$ cat src/rtl/pond_pkg.sv
// Shared pond definitions: default widths, the read-accessor configuration bundle
// and a small helper used by the loop-nest logic.
package pond_pkg;

  localparam int unsigned PondDataWidth   = 16;
  localparam int unsigned PondAddrWidth   = 5;
  localparam int unsigned PondConfigWidth = 16;
  localparam int unsigned PondIterSupport = 2;

  typedef struct packed {
    logic [1:0]                                       dimensionality;
    logic [PondIterSupport-1:0][PondConfigWidth-1:0]  ranges;
    logic [PondAddrWidth-1:0]                         starting_addr;
    logic [PondIterSupport-1:0][PondAddrWidth-1:0]    strides;
    logic [PondConfigWidth-1:0]                       sched_starting_addr;
    logic [PondIterSupport-1:0][PondConfigWidth-1:0]  sched_strides;
  } pond_acc_cfg_t;

  // A dim takes part in the nest only when its index is below dimensionality.
  function automatic logic dim_active(input logic [1:0] dims, input int idx);
    return idx < int'({30'd0, dims});
  endfunction

endpackage

$ cat src/rtl/pond_out_fifo.sv
// Two-entry registered FIFO holding words read from the pond until the
// interconnect accepts them.
module pond_out_fifo #(
  parameter int unsigned Width = 16
) (
  input  logic             gclk,
  input  logic             rst_n,
  input  logic             push,
  input  logic [Width-1:0] push_data,
  input  logic             pop,
  input  logic             flush,
  output logic             full,
  output logic             empty,
  output logic [Width-1:0] head
);

  logic [Width-1:0] mem_q [2];
  logic             wr_ptr_q, wr_ptr_d;
  logic             rd_ptr_q, rd_ptr_d;
  logic [1:0]       count_q, count_d;
  logic             push_ok, pop_ok;

  assign full  = (count_q == 2'd2);
  assign empty = (count_q == 2'd0);
  assign head  = mem_q[rd_ptr_q];

  // A full FIFO never takes a push, even when a pop frees a slot this cycle.
  assign push_ok = push & ~full & ~flush;
  assign pop_ok  = pop & ~empty & ~flush;

  always_comb begin
    wr_ptr_d = wr_ptr_q;
    rd_ptr_d = rd_ptr_q;
    count_d  = count_q;
    if (flush) begin
      wr_ptr_d = 1'b0;
      rd_ptr_d = 1'b0;
      count_d  = 2'd0;
    end else begin
      if (push_ok) wr_ptr_d = ~wr_ptr_q;
      if (pop_ok)  rd_ptr_d = ~rd_ptr_q;
      count_d = count_q + {1'b0, push_ok} - {1'b0, pop_ok};
    end
  end

  always_ff @(posedge gclk or negedge rst_n) begin
    if (!rst_n) begin
      mem_q[0] <= '0;
      mem_q[1] <= '0;
      wr_ptr_q <= 1'b0;
      rd_ptr_q <= 1'b0;
      count_q  <= 2'd0;
    end else begin
      if (push_ok) mem_q[wr_ptr_q] <= push_data;
      wr_ptr_q <= wr_ptr_d;
      rd_ptr_q <= rd_ptr_d;
      count_q  <= count_d;
    end
  end

endmodule

$ cat src/rtl/pond_read_stream.sv
// Pond read accessor: walks a 2-D loop nest on a cycle schedule, issues read
// addresses and streams the returned words out through a 2-entry FIFO.
module pond_read_stream
  import pond_pkg::*;
#(
  parameter int unsigned DATA_WIDTH       = PondDataWidth,
  parameter int unsigned ADDR_WIDTH       = PondAddrWidth,
  parameter int unsigned CONFIG_WIDTH     = PondConfigWidth,
  parameter int unsigned ITERATOR_SUPPORT = PondIterSupport
) (
  input  logic                                   gclk,
  input  logic                                   rst_n,
  input  logic                                   clk_en,
  input  logic                                   flush,
  input  logic [CONFIG_WIDTH-1:0]                cycle_count,
  input  logic [1:0]                             dimensionality,
  input  logic [ITERATOR_SUPPORT*CONFIG_WIDTH-1:0] ranges,
  input  logic [ADDR_WIDTH-1:0]                  starting_addr,
  input  logic [ITERATOR_SUPPORT*ADDR_WIDTH-1:0] strides,
  input  logic [CONFIG_WIDTH-1:0]                sched_starting_addr,
  input  logic [ITERATOR_SUPPORT*CONFIG_WIDTH-1:0] sched_strides,
  output logic [ADDR_WIDTH-1:0]                  rd_addr,
  input  logic [DATA_WIDTH-1:0]                  rd_data,
  output logic [DATA_WIDTH-1:0]                  data_out,
  output logic                                   valid_out,
  input  logic                                   ready_in,
  output logic                                   done
);

  localparam int unsigned Dims = ITERATOR_SUPPORT;
  localparam int unsigned SelW = (Dims > 1) ? $clog2(Dims) : 1;
  localparam logic [CONFIG_WIDTH-1:0] CntOne = 1;

  logic [Dims-1:0][CONFIG_WIDTH-1:0] range_v, sched_stride_v;
  logic [Dims-1:0][ADDR_WIDTH-1:0]   stride_v;

  assign range_v        = ranges;
  assign stride_v       = strides;
  assign sched_stride_v = sched_strides;

  logic [Dims-1:0][CONFIG_WIDTH-1:0] cnt_q, cnt_d;
  logic [ADDR_WIDTH-1:0]             cur_addr_q, cur_addr_d;
  logic [CONFIG_WIDTH-1:0]           sched_q, sched_d;
  logic                              gate_q, gate_d;
  logic                              done_q, done_d;

  logic [Dims-1:0]         at_max;
  logic [SelW-1:0]         sel;
  logic                    last;
  logic [CONFIG_WIDTH-1:0] sched_addr;
  logic                    fifo_full, fifo_empty;
  logic                    fire, pop;
  logic [ADDR_WIDTH-1:0]   addr_rewind, addr_prod;
  logic [CONFIG_WIDTH-1:0] sched_rewind, sched_prod;

  assign rd_addr    = starting_addr + cur_addr_q;
  assign sched_addr = sched_starting_addr + sched_q;
  assign done       = done_q;
  assign valid_out  = ~fifo_empty;
  assign pop        = valid_out & ready_in & clk_en;

  // Inactive dims count as saturated so they never become the stepping dim.
  always_comb begin
    for (int i = 0; i < int'(Dims); i++) begin
      at_max[i] = !dim_active(dimensionality, i) || (cnt_q[i] == range_v[i]);
    end
  end

  always_comb begin
    sel  = '0;
    last = 1'b1;
    for (int i = int'(Dims) - 1; i >= 0; i--) begin
      if (!at_max[i]) begin
        sel  = i[SelW-1:0];
        last = 1'b0;
      end
    end
  end

  // Late issue is allowed: the >= lets a stalled slot catch up instead of being lost.
  assign fire = gate_q & (cycle_count >= sched_addr) & ~fifo_full & clk_en & ~flush
              & (dimensionality != 2'd0);

  // Strides are per-dim weights: stepping dim sel rewinds every saturated lower dim
  // back to zero and adds the weight of dim sel.
  always_comb begin
    cnt_d        = cnt_q;
    cur_addr_d   = cur_addr_q;
    sched_d      = sched_q;
    gate_d       = gate_q;
    done_d       = done_q;
    addr_rewind  = '0;
    sched_rewind = '0;
    addr_prod    = '0;
    sched_prod   = '0;
    if (flush) begin
      cnt_d      = '0;
      cur_addr_d = '0;
      sched_d    = '0;
      gate_d     = 1'b1;
      done_d     = 1'b0;
    end else if (fire) begin
      if (last) begin
        cnt_d      = '0;
        cur_addr_d = '0;
        sched_d    = '0;
        gate_d     = 1'b0;
        done_d     = 1'b1;
      end else begin
        for (int i = 0; i < int'(Dims); i++) begin
          if (i < int'(sel)) begin
            addr_prod    = cnt_q[i][ADDR_WIDTH-1:0] * stride_v[i];
            sched_prod   = cnt_q[i] * sched_stride_v[i];
            addr_rewind  = addr_rewind + addr_prod;
            sched_rewind = sched_rewind + sched_prod;
            cnt_d[i]     = '0;
          end
        end
        cnt_d[sel] = cnt_q[sel] + CntOne;
        cur_addr_d = cur_addr_q - addr_rewind + stride_v[sel];
        sched_d    = sched_q - sched_rewind + sched_stride_v[sel];
      end
    end
  end

  always_ff @(posedge gclk or negedge rst_n) begin
    if (!rst_n) begin
      cnt_q      <= '0;
      cur_addr_q <= '0;
      sched_q    <= '0;
      gate_q     <= 1'b1;
      done_q     <= 1'b0;
    end else if (clk_en) begin
      cnt_q      <= cnt_d;
      cur_addr_q <= cur_addr_d;
      sched_q    <= sched_d;
      gate_q     <= gate_d;
      done_q     <= done_d;
    end
  end

  pond_out_fifo #(
    .Width (DATA_WIDTH)
  ) u_out_fifo (
    .gclk      (gclk),
    .rst_n     (rst_n),
    .push      (fire),
    .push_data (rd_data),
    .pop       (pop),
    .flush     (flush & clk_en),
    .full      (fifo_full),
    .empty     (fifo_empty),
    .head      (data_out)
  );

endmodule

$ cat config.mk
export PLATFORM = sky130hd
export DESIGN_NAME = pond_read_stream
export DESIGN_NICKNAME = d
export VERILOG_FILES = /design/src/rtl/pond_pkg.sv /design/src/rtl/pond_out_fifo.sv /design/src/rtl/pond_read_stream.sv
export SDC_FILE = /design/constraint.sdc
export NUM_CORES = 1
export LEC_CHECK = 0
export ABC_CLOCK_PERIOD_IN_PS = 10600
export BUFFER_PORTS_ARGS = -buffer_cell sky130_fd_sc_hd__buf_2
export CAP_MARGIN = 20
export CORE_ASPECT_RATIO = 1.5
export CORE_UTILIZATION = 35
export DETAILED_ROUTE_END_ITERATION = 12
export SLEW_MARGIN = 5
export SYNTH_ARGS = -nofsm -noshare
export SYNTH_HDL_FRONTEND = slang
export SYNTH_SLANG_ARGS = --single-unit
$ cat constraint.sdc
create_clock -name gclk -period 10.6 [get_ports gclk]
set_input_delay 2.12 -clock gclk [delete_from_list [all_inputs] [get_ports gclk]]
set_output_delay 2.12 -clock gclk [all_outputs]
set_load 0.05 [all_outputs]
# == Word level (Yosys, flattened, before mapping) ==
# Cells that the tools add are included.
# totals
reg_bits,91
output_inout_bits,23
elab_cells,119
# op_classes
add_sub_neg,9
mul,2
order_cmp,9
n_eq_ne,3
n_mux,51
bitwise,20
n_reduce_logical,14
# op_table
operator,n
$mux 16,20
$mux 32,3
$bwmux 32,2
$mux 5,9
$add 16x16->16,2
$demux 16 s1,2
$eq 16x16->1,2
$add 16x1->16 const B,1
$ge 16x16->1,1
$mul 16x16->16,1
$sub 16x16->16,1
$mux 1,14
$and 1x1->1,12
$add 5x5->5,2
$reduce_bool 2->1,5
$not 1->1,6
$mul 5x5->5,1
$sub 5x5->5,1
$ge 2x2->1 const B,2
$lt 1x2->1 const A,2
$not 1->2,2
$reduce_and 3->1,1
$add 2x1->2,1
$eq 2x2->1 const B,1
11 further kinds,14

# == Depth between registers and ports, before layout ==
# Gate-level depths: netlist of run 1.
# logic_depth
ltp_word,15
mapped_depth,36

# == Cells and area by module ==
# A second synthesis of run 1 with hierarchy kept.
# hier_totals
hier_cells,1294
hier_area_um2,11836.4
# by_module_without_submodules
mod,n_inst,cells_each,area_per_inst_um2,seq_area_each_um2
pond_read_stream,1,1184,10146.0,1377.6
pond_out_fifo,1,110,1690.4,900.9

# == Worst setup path before layout of run 1 ==
# No wires, ideal clock.
# synth_path
path_type,input to register
from,input port sched_strides[1]
to,register sched_q[15]
setup_time_ps,128
t_arrival_ps,8021
required_time_ps,10472
setup_slack_ps,2451
stages,27
n_path_buf,1
path_cell_list,clkbuf_1 > nand2_1 > fa_1 > fa_1 > fa_1 > fa_1 > inv_1 > fa_1 > inv_1 > fa_1 > inv_1 > ha_1 > and3_1 > a21oi_1 > nand3b_1 > xnor2_1 > nor2_1 > fa_1 > inv_1 > ha_1 > o21ai_0 > a31oi_1 > o21ai_0 > nand2b_1 > xnor2_1 > a21oi_1 > o22ai_1
# synth_via
elab_chain_cells,10
elab_cells_between_ends,12
# synth_lines
element,line_no,source
from (decl),pond_read_stream.sv:21,"input logic [ITERATOR_SUPPORT*CONFIG_WIDTH-1:0] sched_strides,"
$mul 16x16->16,pond_read_stream.sv:113,sched_prod = cnt_q[i] * sched_stride_v[i];
$mux 16,pond_read_stream.sv:111,if (i < int'(sel)) begin
$mux 16,pond_read_stream.sv:103,if (last) begin
$mux 16,pond_read_stream.sv:102,end else if (fire) begin
$mux 16,pond_read_stream.sv:96,if (flush) begin
$sub 16x16->16,pond_read_stream.sv:121,sched_d = sched_q - sched_rewind + sched_stride_v[sel];
$add 16x16->16 (*),pond_read_stream.sv:121,
$mux 16 (*),pond_read_stream.sv:103,
$mux 16 (*),pond_read_stream.sv:102,
$mux 16 (*),pond_read_stream.sv:96,
to (signal assigned),pond_read_stream.sv:136,sched_q <= sched_d;
to (decl),pond_read_stream.sv:43,"logic [CONFIG_WIDTH-1:0] sched_q, sched_d;"
# Every way passes the cells marked *; elsewhere a longest branch is shown, timed or not. The select of a mux whose other input is x is not followed.
# A chain may end at the register's enable or synchronous reset.

# == Worst setup path in the final report of run 1 ==
# Same ends and word-level chain as after synthesis.

==> flow_summary.json, run 1 <==
{
  "number_of_enable_flip_flop_cells_after_synthesis": 0,
  "grt_use_met2": 0.3347,
  "floorplan.core_area_mm2": 0.03274,
  "grt_antenna_before_repair": 0,
  "finalMaxSlewViolations": 0,
  "timing.critical_path.from_type": "input pin",
  "final.min_clock_period_ns": 8.276,
  "postSynth.asyncResetShare": 1.000,
  "tightestPinTransition_ns": 0.8013,
  "synthCells": 1284,
  "use_met1": 0.2216,
  "netlist_top_cells_count": "187 x sky130_fd_sc_hd__inv_1, 122 x sky130_fd_sc_hd__nand2_1, 114 x sky130_fd_sc_hd__ha_1, 103 x sky130_fd_sc_hd__fa_1, 95 x sky130_fd_sc_hd__and2_1",
  "grt_use_met3": 0.03818,
  "worst_ep_arrival_time_ns": 8.54,
  "max_cap_viols": 0,
  "finalCoreUtilization": 0.4005,
  "max_slew_margin": 0.4658,
  "clock_tree.root_cell": "sky130_fd_sc_hd__clkbuf_16",
  "rsz0062_at_grt": "false",
  "clk_transition_reported_paths_ns": 0.07,
  "cts_max_path_buffers": 2,
  "rows": 81,
  "power.share.clock": 0.170,
  "chipHeight_um": 225.6,
  "max-vdd-ir-drop_uv": 146.7,
  "final_layout_net_count": 1753,
  "power.density_cell_area_mw_per_mm2": 157.9,
  "part_of_the_yosys_area_used_for_sequential_elements": 0.1953,
  "grt_pass1_vias": 9559,
  "dp_hpwl_um": 25000,
  "finalWirelength_um": 30930,
  "initial_utilization": 0.3564,
  "synth_top_area_share": 0.1930,
  "synthesis.yosys.warnings": 0,
  "critical_path.endpoint_type": "register",
  "drtPass1Iterations": 4,
  "critPathMaxFanout": 16,
  "cts_inserted_buffers": 9,
  "postCtsHoldBufs": 0,
  "worst_skew_pair.late_latency_ns": 0.35,
  "share_seq_of_total_power": 0.250,
  "final.fill_count": 3300,
  "ant_nets": 0,
  "die_area_mm2": 0.03408,
  "setup.worst_path.class": "in2reg",
  "floorplan.io_pins": 157,
  "total_global_routing_track_utilization": 0.1923,
  "cts.repair.resized": 0,
  "fin_worst_hold_slack_ns": 0.4936,
  "route.detailed.drc": 0,
  "holdCritPathClass": "reg2reg",
  "yosys_most_used_dff": "sky130_fd_sc_hd__dfrtp_1",
  "tritoncts": "done",
  "timing.clock.skew_ns": 0.007689,
  "grt_first_pass_wirelength_um": 49830,
  "synth_nets": 1635,
  "setup_viol_count_final": 0,
  "drt-vias-per-instance": 5.016,
  "timing.final.hold_violations": 0,
  "critPathRequiredTime_ns": 10.87,
  "wl_per_cell_um": 16.97,
  "areaGrowthSynthToFinish_pct": 12.36,
  "synth.cell_area_mm2": 0.01167,
  "internal_power_w": 0.001151,
  "grt_start_max_net_pins": 49,
  "vias": 9140,
  "leakage_nw": 6.445,
  "globalRoute.busiestLayer": "met2",
  "buffer_ports.inserted": 156,
  "total_switching_power_w": 0.0009186,
  "synth_cell_types": 58,
  "chipWidth_um": 151.1,
  "switching_share": 0.4439,
  "synth_top_cells_by_area": "sky130_fd_sc_hd__dfrtp_1 19%, sky130_fd_sc_hd__fa_1 18%, sky130_fd_sc_hd__ha_1 12%, sky130_fd_sc_hd__xnor2_1 6.5%, sky130_fd_sc_hd__inv_1 6.0%",
  "status": "finished, final reports clean",
  "cts.sinks": 91,
  "layout-drive-gt1-share": 0.1727,
  "detailedRoute.firstIterationViolations": 394,
  "post-cts-setup-buffer-count": 0,
  "pwr-share-comb": 0.579,
  "final.period_utilization": 0.7807,
  "post_synth.cell_area_avg_um2": 9.087,
  "htreeDepth": 3,
  "gp_congestion": 0.8519,
  "timing.setup.tns_ns": 0,
  "yosysMostFrequentCell": "sky130_fd_sc_hd__inv_1",
  "synth.largest_area_cell": "sky130_fd_sc_hd__dfrtp_1",
  "grt_overflow_total": 0,
  "antenna_cells": 0,
  "synth-seq-cells": 91,
  "maximum_frequency_from_static_timing_analysis_mhz": 120.8
}
-- state kept, by name, summed over array words and instances, names as in the netlist --
name / cells
u_out_fifo.rd_ptr_q: 1
gate_q: 1
done: 1
cur_addr_q: 5
u_out_fifo.mem_q: 32
u_out_fifo.wr_ptr_q: 1
cnt_q: 32
sched_q: 16
u_out_fifo.count_q: 2
-- worst max-delay path, stage by stage --
cell,delay [ns]
sky130_fd_sc_hd__buf_2,0.28
sky130_fd_sc_hd__nand2_1,0.13
sky130_fd_sc_hd__fa_1,0.53
sky130_fd_sc_hd__fa_1,0.54
sky130_fd_sc_hd__inv_1,0.06
sky130_fd_sc_hd__fa_1,0.50
sky130_fd_sc_hd__fa_1,0.54
sky130_fd_sc_hd__fa_1,0.51
sky130_fd_sc_hd__inv_1,0.05
sky130_fd_sc_hd__fa_1,0.48
sky130_fd_sc_hd__inv_1,0.04
sky130_fd_sc_hd__ha_1,0.33
sky130_fd_sc_hd__and3_1,0.19
sky130_fd_sc_hd__a21oi_1,0.17
sky130_fd_sc_hd__nand3b_1,0.12
sky130_fd_sc_hd__xnor2_1,0.14
sky130_fd_sc_hd__nor2_1,0.07
sky130_fd_sc_hd__fa_1,0.49
sky130_fd_sc_hd__inv_1,0.04
sky130_fd_sc_hd__ha_1,0.27
sky130_fd_sc_hd__o21ai_0,0.11
sky130_fd_sc_hd__a31oi_1,0.09
sky130_fd_sc_hd__o21ai_0,0.17
sky130_fd_sc_hd__nand2b_1,0.08
sky130_fd_sc_hd__xnor2_1,0.20
sky130_fd_sc_hd__a21oi_1,0.09
sky130_fd_sc_hd__o22ai_1,0.15
-- cells by family after synthesis --
kind of cell    share of synthesized area
buf+inv                           0.08365
flops                              0.1953
fa+ha+maj                          0.2990
xor+xnor                           0.1018
compound gates                     0.1057
mux                               0.07088
simple gates                       0.1437
-- cells in the final DEF, fill, tap and decap left out, types with 3 or more instances in the layout --
| cell type | Yosys | final |
|---|---|---|
| sky130_fd_sc_hd__xnor2_1 | 86 | 86 |
| sky130_fd_sc_hd__o21bai_1 | 10 | 10 |
| sky130_fd_sc_hd__nand4_1 | 12 | 12 |
| sky130_fd_sc_hd__a211oi_1 | 3 | 3 |
| sky130_fd_sc_hd__and2_1 | 95 | 95 |
| sky130_fd_sc_hd__a31oi_1 | 4 | 4 |
| sky130_fd_sc_hd__o21ai_1 | 3 | 3 |
| sky130_fd_sc_hd__a21oi_1 | 37 | 37 |
| sky130_fd_sc_hd__nor2b_1 | 6 | 6 |
| sky130_fd_sc_hd__buf_2 | 19 | 155 |
| sky130_fd_sc_hd__nor4_1 | 4 | 4 |
| sky130_fd_sc_hd__a21o_1 | 25 | 25 |
| sky130_fd_sc_hd__a22o_1 | 38 | 38 |
| sky130_fd_sc_hd__xor2_1 | 47 | 47 |
| sky130_fd_sc_hd__o21a_1 | 4 | 4 |
| sky130_fd_sc_hd__o22ai_1 | 3 | 3 |
| sky130_fd_sc_hd__nor2_1 | 49 | 49 |
| sky130_fd_sc_hd__nor3_1 | 10 | 10 |
| sky130_fd_sc_hd__buf_4 | 5 | 11 |
| sky130_fd_sc_hd__fa_1 | 103 | 103 |
| sky130_fd_sc_hd__dfrtp_1 | 90 | 90 |
| sky130_fd_sc_hd__or3_1 | 5 | 5 |
| sky130_fd_sc_hd__clkbuf_16 | 0 | 9 |
| sky130_fd_sc_hd__nand3_1 | 16 | 16 |
| sky130_fd_sc_hd__nand2_1 | 122 | 122 |
| sky130_fd_sc_hd__mux2i_1 | 23 | 23 |
| sky130_fd_sc_hd__and3_1 | 6 | 6 |
| sky130_fd_sc_hd__nand2b_1 | 5 | 5 |
| sky130_fd_sc_hd__a21oi_2 | 3 | 3 |
| sky130_fd_sc_hd__ha_1 | 114 | 114 |
| sky130_fd_sc_hd__o21ai_0 | 33 | 33 |
| sky130_fd_sc_hd__inv_1 | 187 | 187 |
| sky130_fd_sc_hd__mux2_2 | 53 | 53 |
-- path summary, 6_finish.rpt --
path	startpoint	end	slack, ns	cells past startpoint
min in group asynchronous	rst_n	cnt_q[29]	1.76	1
setup reg to reg	cnt_q[5]	sched_q[15]	3.54	28
setup / recovery	sched_strides[1]	sched_q[15]	2.32	27
hold / removal	done	done	0.49	1
hold reg to reg	done	done	0.49	1
max in group asynchronous	rst_n	sched_q[9]	7.73	2
-- power groups by stage --
stage               logic, W  registers, W  clock network, W
global route         0.00134      0.000531          0.000374
finish               0.00120      0.000518          0.000353
floorplan           0.000958      0.000488                 0
CTS                  0.00121      0.000520          0.000363
global placement     0.00118      0.000522                 0
detailed placement   0.00120      0.000526                 0
-- metal layers --
layer,up-vias,routed length [um]
met2,209,15610
li1,4400,-
met4,0,1448
met5,-,0
met3,80,1496
met1,4451,12370
-- final cells by class --
class | instances | area [um2] | share of cell area
timing repair buffer | 167 | 873.3 | 0.06662
multi-input combinational | 945 | 8413 | 0.6417
clock buffer | 12 | 246.5 | 0.01880
sequential | 91 | 2278 | 0.1738
inverter | 188 | 705.7 | 0.05383
tap | 415 | 519.2 | 0.03961
clock inverter | 4 | 73.82 | 0.005631
-- stage by stage --
stage          total power (W)  setup WS [ns]  instances  area, um2
2_1_floorplan         0.001446          2.451       1284      11670
3_3_place_gp          0.001707          2.132       1805      12770
3_5_place_dp          0.001728          2.018       1805      12770
4_1_cts               0.002094          2.347       1821      13100
5_1_grt               0.002242          1.895       1822      13110
6_report              0.002069          2.324       1822      13110
(Power assumes the default switching activity.)
==> run 2, diff against run 1 <==
ABC_CLOCK_PERIOD_IN_PS = 8100   (was 10600)
clock period = 8.1 ns   (was 10.6 ns; I/O delays follow)
==> run 2 against run 1 <==
  * Critical path depth grew 1
  * Cell area grew 0.70%
  * Core utilization grew 0.28 points
  * Clock skew grew 0.0027 ns
  * Combinational power grew 30%
  * Power grew 34%
  * Via count shrank 0.58%
  * Cell count grew 0.33%
==> flow_summary.json, run 2 (synthesis results as in run 1) <==
{
  "status": "finished, final reports clean",
  "detailedRoute.firstIterationViolations": 438,
  "max_slew_margin": 0.3092,
  "cts.sinks": 91,
  "critical_path.slowest_cell": "sky130_fd_sc_hd__fa_1",
  "worstReg2RegStart": "cnt_q[2]",
  "maximum_frequency_from_static_timing_analysis_mhz": 130.0,
  "grt_overflow_total": 0,
  "critical_path.endpoint_type": "register",
  "worst_ep_arrival_time_ns": 7.96,
  "power.density_cell_area_mw_per_mm2": 209.5,
  "die_area_mm2": 0.03408,
  "post-cts-setup-buffer-count": 0,
  "switching_share": 0.4355,
  "critPathMaxFanout": 13,
  "dp_hpwl_um": 25600,
  "leakage_nw": 6.496,
  "rows": 81,
  "grt_pass1_vias": 9707,
  "ant_nets": 0,
  "r2r.worst_path.cells": 28,
  "final_area_mm2": 0.01320,
  "cts_inserted_buffers": 9,
  "timing.setup.tns_ns": 0,
  "timing.critical_path.from_type": "input pin",
  "critPathRequiredTime_ns": 8.37,
  "antenna_cells": 0,
  "chipHeight_um": 225.6,
  "share_seq_of_total_power": 0.247,
  "max-vdd-ir-drop_uv": 220.0,
  "critPathCapture": "sched_q[15]",
  "finalMaxSlewViolations": 0,
  "tightestPinTransition_ns": 1.036,
  "floorplan.io_pins": 157,
  "layout-drive-gt1-share": 0.1783,
  "final.fill_count": 3301,
  "regToRegSetupSlack_ns": 1.10,
  "grt_first_pass_wirelength_um": 49900,
  "initial_utilization": 0.3564,
  "tritoncts": "done",
  "final.period_utilization": 0.9496,
  "startpoint": "sched_strides[4]",
  "most_common_cell_after_layout_fill_and_taps_aside": "sky130_fd_sc_hd__inv_1",
  "timing.clock.skew_ns": 0.01042,
  "setup.worst_path.class": "in2reg",
  "timing.rr.end": "sched_q[15]",
  "final_layout_net_count": 1760,
  "mostFrequentLayoutCells": "187 x sky130_fd_sc_hd__inv_1, 155 x sky130_fd_sc_hd__buf_2, 122 x sky130_fd_sc_hd__nand2_1, 114 x sky130_fd_sc_hd__ha_1, 103 x sky130_fd_sc_hd__fa_1",
  "finalWirelength_um": 31170,
  "gp_congestion": 0.8647,
  "worst_skew_pair.late_latency_ns": 0.36,
  "clk_transition_reported_paths_ns": 0.06,
  "pwr-share-comb": 0.565,
  "wl_per_cell_um": 17.05,
  "timing.critical_path.mode_cell": "sky130_fd_sc_hd__fa_1",
  "drt-vias-per-instance": 4.971,
  "max_cap_viols": 0,
  "timing.critical_path.slowest_cell_delay_ns": 0.55,
  "grt_antenna_before_repair": 1,
  "cts_max_path_buffers": 2,
  "internal_power_w": 0.001562,
  "final.min_clock_period_ns": 7.692,
  "total_switching_power_w": 0.001205,
  "rsz0062_at_grt": "false",
  "chipWidth_um": 151.1,
  "timing.final.hold_violations": 0,
  "holdCritPathClass": "reg2reg",
  "clock_tree.root_cell": "sky130_fd_sc_hd__clkbuf_16",
  "htreeDepth": 3,
  "route.detailed.drc": 0,
  "vias": 9087,
  "placedInstanceArea_mm2": 0.01283,
  "grt_start_max_net_pins": 57,
  "setup_viol_count_final": 0,
  "total_global_routing_track_utilization": 0.1920,
  "drtPass1Iterations": 5,
  "buffer_ports.inserted": 156,
  "top_regs": "cnt_q (32), u_out_fifo.mem_q (32), sched_q (16)",
  "floorplan.core_area_mm2": 0.03274,
  "power.share.clock": 0.189,
  "areaGrowthSynthToFinish_pct": 13.15
}
run 2: cell types whose count changed in the layout (fill, tap and decap cells not counted), sizes merged:
cell / before / now
buf: 167 / 174
clkbuf: 12 / 9
bufinv: 2 / 4
clkinv: 2 / 1
inv: 188 / 189
run 2: per-layer routing:
metal  global-route usage  part of all wire  vias to the layer above
met3              0.04465             0.061                       51
li1                     -                 -                     4398
met2               0.3414              0.52                      230
met1               0.2159              0.39                     4406
met5                    0           0.00038                        -
met4              0.08258             0.034                        2
run 2: layout make-up:
class / instances / area, um2 / share of cell area
inverter: 188 / 705.7 / 0.05345
clock buffer: 9 / 225.2 / 0.01706
multi-input combinational: 945 / 8417 / 0.6376
sequential: 91 / 2278 / 0.1726
tap: 415 / 519.2 / 0.03933
timing repair buffer: 174 / 918.4 / 0.06957
clock inverter: 6 / 137.6 / 0.01043
run 2: timing repair:
item / CTS / global route
setup endpoints to repair: 0 / 1
resized for setup: 0 / 2
hold buffers: 0 / 0
run 2: power by group through the flow:
stage / combinational (W) / clock, W / sequential, W
floorplan: 0.00125 / 0 / 0.000639
global placement: 0.00154 / 0 / 0.000692
detailed placement: 0.00156 / 0 / 0.000697
CTS: 0.00158 / 0.000536 / 0.000689
global route: 0.00174 / 0.000552 / 0.000703
finish: 0.00156 / 0.000522 / 0.000683
run 2: worst min-delay path by stage:
stage | startpoint | to | slack, ns | cells after the start
finish | u_out_fifo.mem_q[4] | u_out_fifo.mem_q[4] | 0.50 | 1
global route | u_out_fifo.mem_q[0] | u_out_fifo.mem_q[0] | 0.52 | 1
CTS | gate_q | gate_q | 0.51 | 2
detailed placement | u_out_fifo.mem_q[0] | u_out_fifo.mem_q[0] | 0.49 | 1
global placement | done | done | 0.48 | 1
floorplan | sched_q[3] | sched_q[3] | 0.47 | 2
run 2: critical path: cells and delay by family:
kind	cells	cell delay (ns)
XOR/XNOR	2	0.35
adder cells (fa/ha/maj)	9	4.13
AO/OA/AOI/OAI	6	0.75
buffers and inverters	6	0.42
AND/OR/NAND/NOR	5	0.67
run 2: per-stage QoR:
stage               setup WS (ns)  utilization  instances  hold slack, ns  total power [W]
detailed placement        0.06974       0.3921       1813          0.4868         0.002261
global route              0.06619       0.4033       1828          0.5194         0.002994
finish                     0.4081       0.4033       1828          0.5006         0.002766
global placement           0.1783       0.3921       1813          0.4802         0.002230
CTS                        0.4075       0.4032       1828          0.5051         0.002801
floorplan                  0.4511            -       1284          0.4694         0.001893
==> run 3, diff against run 2 <==
CAP_MARGIN = default   (was 20)
CELL_PAD_IN_SITES_DETAIL_PLACEMENT = 2   (was default)
CELL_PAD_IN_SITES_GLOBAL_PLACEMENT = 2   (was default)
PLACE_DENSITY_LB_ADDON = 0.1   (was default)
==> run 3 against run 2 <==
  * Cell count increased by 0.27%
  * Register-to-register slack worse by 0.22 ns
  * Flip-flop and latch count unchanged
  * Clock skew rose by 0.0015 ns
  * Sequential power fell by 0.9%
  * First-iteration DRC count fell by 50%
  * Highest routed layer unchanged
==> flow_summary.json, run 3 (synthesis results as in run 1) <==
{
  "status": "finished, final reports clean",
  "setup.worst_path.class": "in2reg",
  "timing.final.hold_violations": 0,
  "maximum_frequency_from_static_timing_analysis_mhz": 128.8,
  "max_cap_viols": 0,
  "layout-drive-gt1-share": 0.1785,
  "mostFrequentLayoutCells": "187 x sky130_fd_sc_hd__inv_1, 155 x sky130_fd_sc_hd__buf_2, 122 x sky130_fd_sc_hd__nand2_1, 114 x sky130_fd_sc_hd__ha_1, 103 x sky130_fd_sc_hd__fa_1",
  "max-vdd-ir-drop_uv": 181.7,
  "htreeDepth": 3,
  "final.min_clock_period_ns": 7.767,
  "route.detailed.drc": 0,
  "seqCellArea_mm2": 0.002278,
  "power.density_cell_area_mw_per_mm2": 207.5,
  "areaGrowthSynthToFinish_pct": 12.72,
  "post-cts-setup-buffer-count": 0,
  "timing.setup.tns_ns": 0,
  "finalWirelength_um": 35850,
  "postCtsHoldBufs": 0,
  "total_global_routing_track_utilization": 0.2245,
  "clock_tree.root_cell": "sky130_fd_sc_hd__clkbuf_16",
  "most_common_cell_after_layout_fill_and_taps_aside": "sky130_fd_sc_hd__inv_1",
  "final.period_utilization": 0.9589,
  "leakage_nw": 6.474,
  "timing.critical_path.from_type": "input pin",
  "die_area_mm2": 0.03408,
  "grt_pass1_vias": 10830,
  "critical_path.slowest_cell": "sky130_fd_sc_hd__fa_1",
  "finalCoreUtilization": 0.4018,
  "buffer_ports.inserted": 156,
  "regToRegSetupSlack_ns": 0.88,
  "multi_input_comb_area_mm2": 0.008417,
  "timing.critical_path.mode_cell": "sky130_fd_sc_hd__fa_1",
  "max_slew_margin": 0.4343,
  "top_regs": "cnt_q (32), u_out_fifo.mem_q (32), sched_q (16)",
  "final_layout_net_count": 1763,
  "clk_transition_reported_paths_ns": 0.06,
  "placedInstanceArea_mm2": 0.01286,
  "cts_max_path_buffers": 2,
  "tritoncts": "done",
  "floorplan.core_area_mm2": 0.03274,
  "grt_start_max_net_pins": 54,
  "worst_skew_pair.late_latency_ns": 0.37,
  "final.fill_count": 3656,
  "vias": 9385,
  "dp_hpwl_um": 30100,
  "holdCritPathClass": "reg2reg",
  "rsz0062_at_grt": "false",
  "critPathMaxFanout": 10,
  "finalMaxSlewViolations": 0,
  "rows": 81,
  "gp_congestion": 0.8083,
  "drt-vias-per-instance": 5.120,
  "chipWidth_um": 151.1,
  "grt_first_pass_wirelength_um": 57950,
  "final-instance-count-excl-fill": 1833,
  "drtPass1Iterations": 4,
  "cts_inserted_buffers": 9,
  "chipHeight_um": 225.6,
  "tightestPinTransition_ns": 0.8485,
  "grt_antenna_before_repair": 2,
  "initial_utilization": 0.3564,
  "wl_per_cell_um": 19.56,
  "cts.sinks": 91,
  "cts.repair.resized": 0,
  "worst_ep_arrival_time_ns": 8.04,
  "placedCellCount": 1816,
  "setup_viol_count_final": 0,
  "ant_nets": 0,
  "timing.critical_path.slowest_cell_delay_ns": 0.58,
  "fin_total_pwr_w": 0.002729,
  "grt_overflow_total": 0,
  "critical_path.endpoint_type": "register",
  "floorplan.io_pins": 157,
  "critPathRequiredTime_ns": 8.38,
  "timing.clock.skew_ns": 0.01188,
  "final_area_mm2": 0.01315,
  "detailedRoute.firstIterationViolations": 218
}
[run 3: where the power goes]
part           internal, W  switching [W]
Combinational     0.000666       0.000958
Clock             0.000240       0.000188
Sequential        0.000574       0.000103
Total              0.00148        0.00125
[run 3: critical path, delay by kind of cell]
family | cells | cell delay [ns]
xor+xnor | 2 | 0.35
buf+inv | 5 | 0.43
compound gates | 6 | 0.81
fa+ha+maj | 9 | 4.22
simple gates | 5 | 0.60
[run 3: cell type report]
class | instances | share of cell area
Multi-Input combinational cell | 945 | 0.6400
Antenna cell | 1 | 0.0001903
Timing Repair Buffer | 177 | 0.07154
Sequential cell | 91 | 0.1732
Clock inverter | 4 | 0.003901
Inverter | 188 | 0.05366
Clock buffer | 12 | 0.01798
Tap cell | 415 | 0.03948
[run 3: routing by layer]
layer  up-vias  part of all wire  GRT usage
li1       4410                 -          -
met1      4824              0.41     0.2588
met2       124              0.55     0.4291
met3        25             0.028    0.03051
met4         2             0.012    0.04935
met5         -           0.00031          0
[run 3: metrics by stage]
stage	hold slack [ns]	setup WS (ns)
after floorplan	0.4694	0.4511
after global placement	0.4774	0.09804
after detailed placement	0.4818	-0.06389
after CTS	0.4977	0.2824
after global routing	0.5197	0.01122
final	0.4942	0.3330
[run 3: final timing paths]
path                            cells past startpoint             start           to
worst max-delay path                               27  sched_strides[1]  sched_q[15]
worst min-delay path                                1              done         done
worst max register to register                     28          cnt_q[4]  sched_q[15]
worst min register to register                      1              done         done
max in group asynchronous                           2             rst_n         done
min in group asynchronous                           1             rst_n     cnt_q[5]
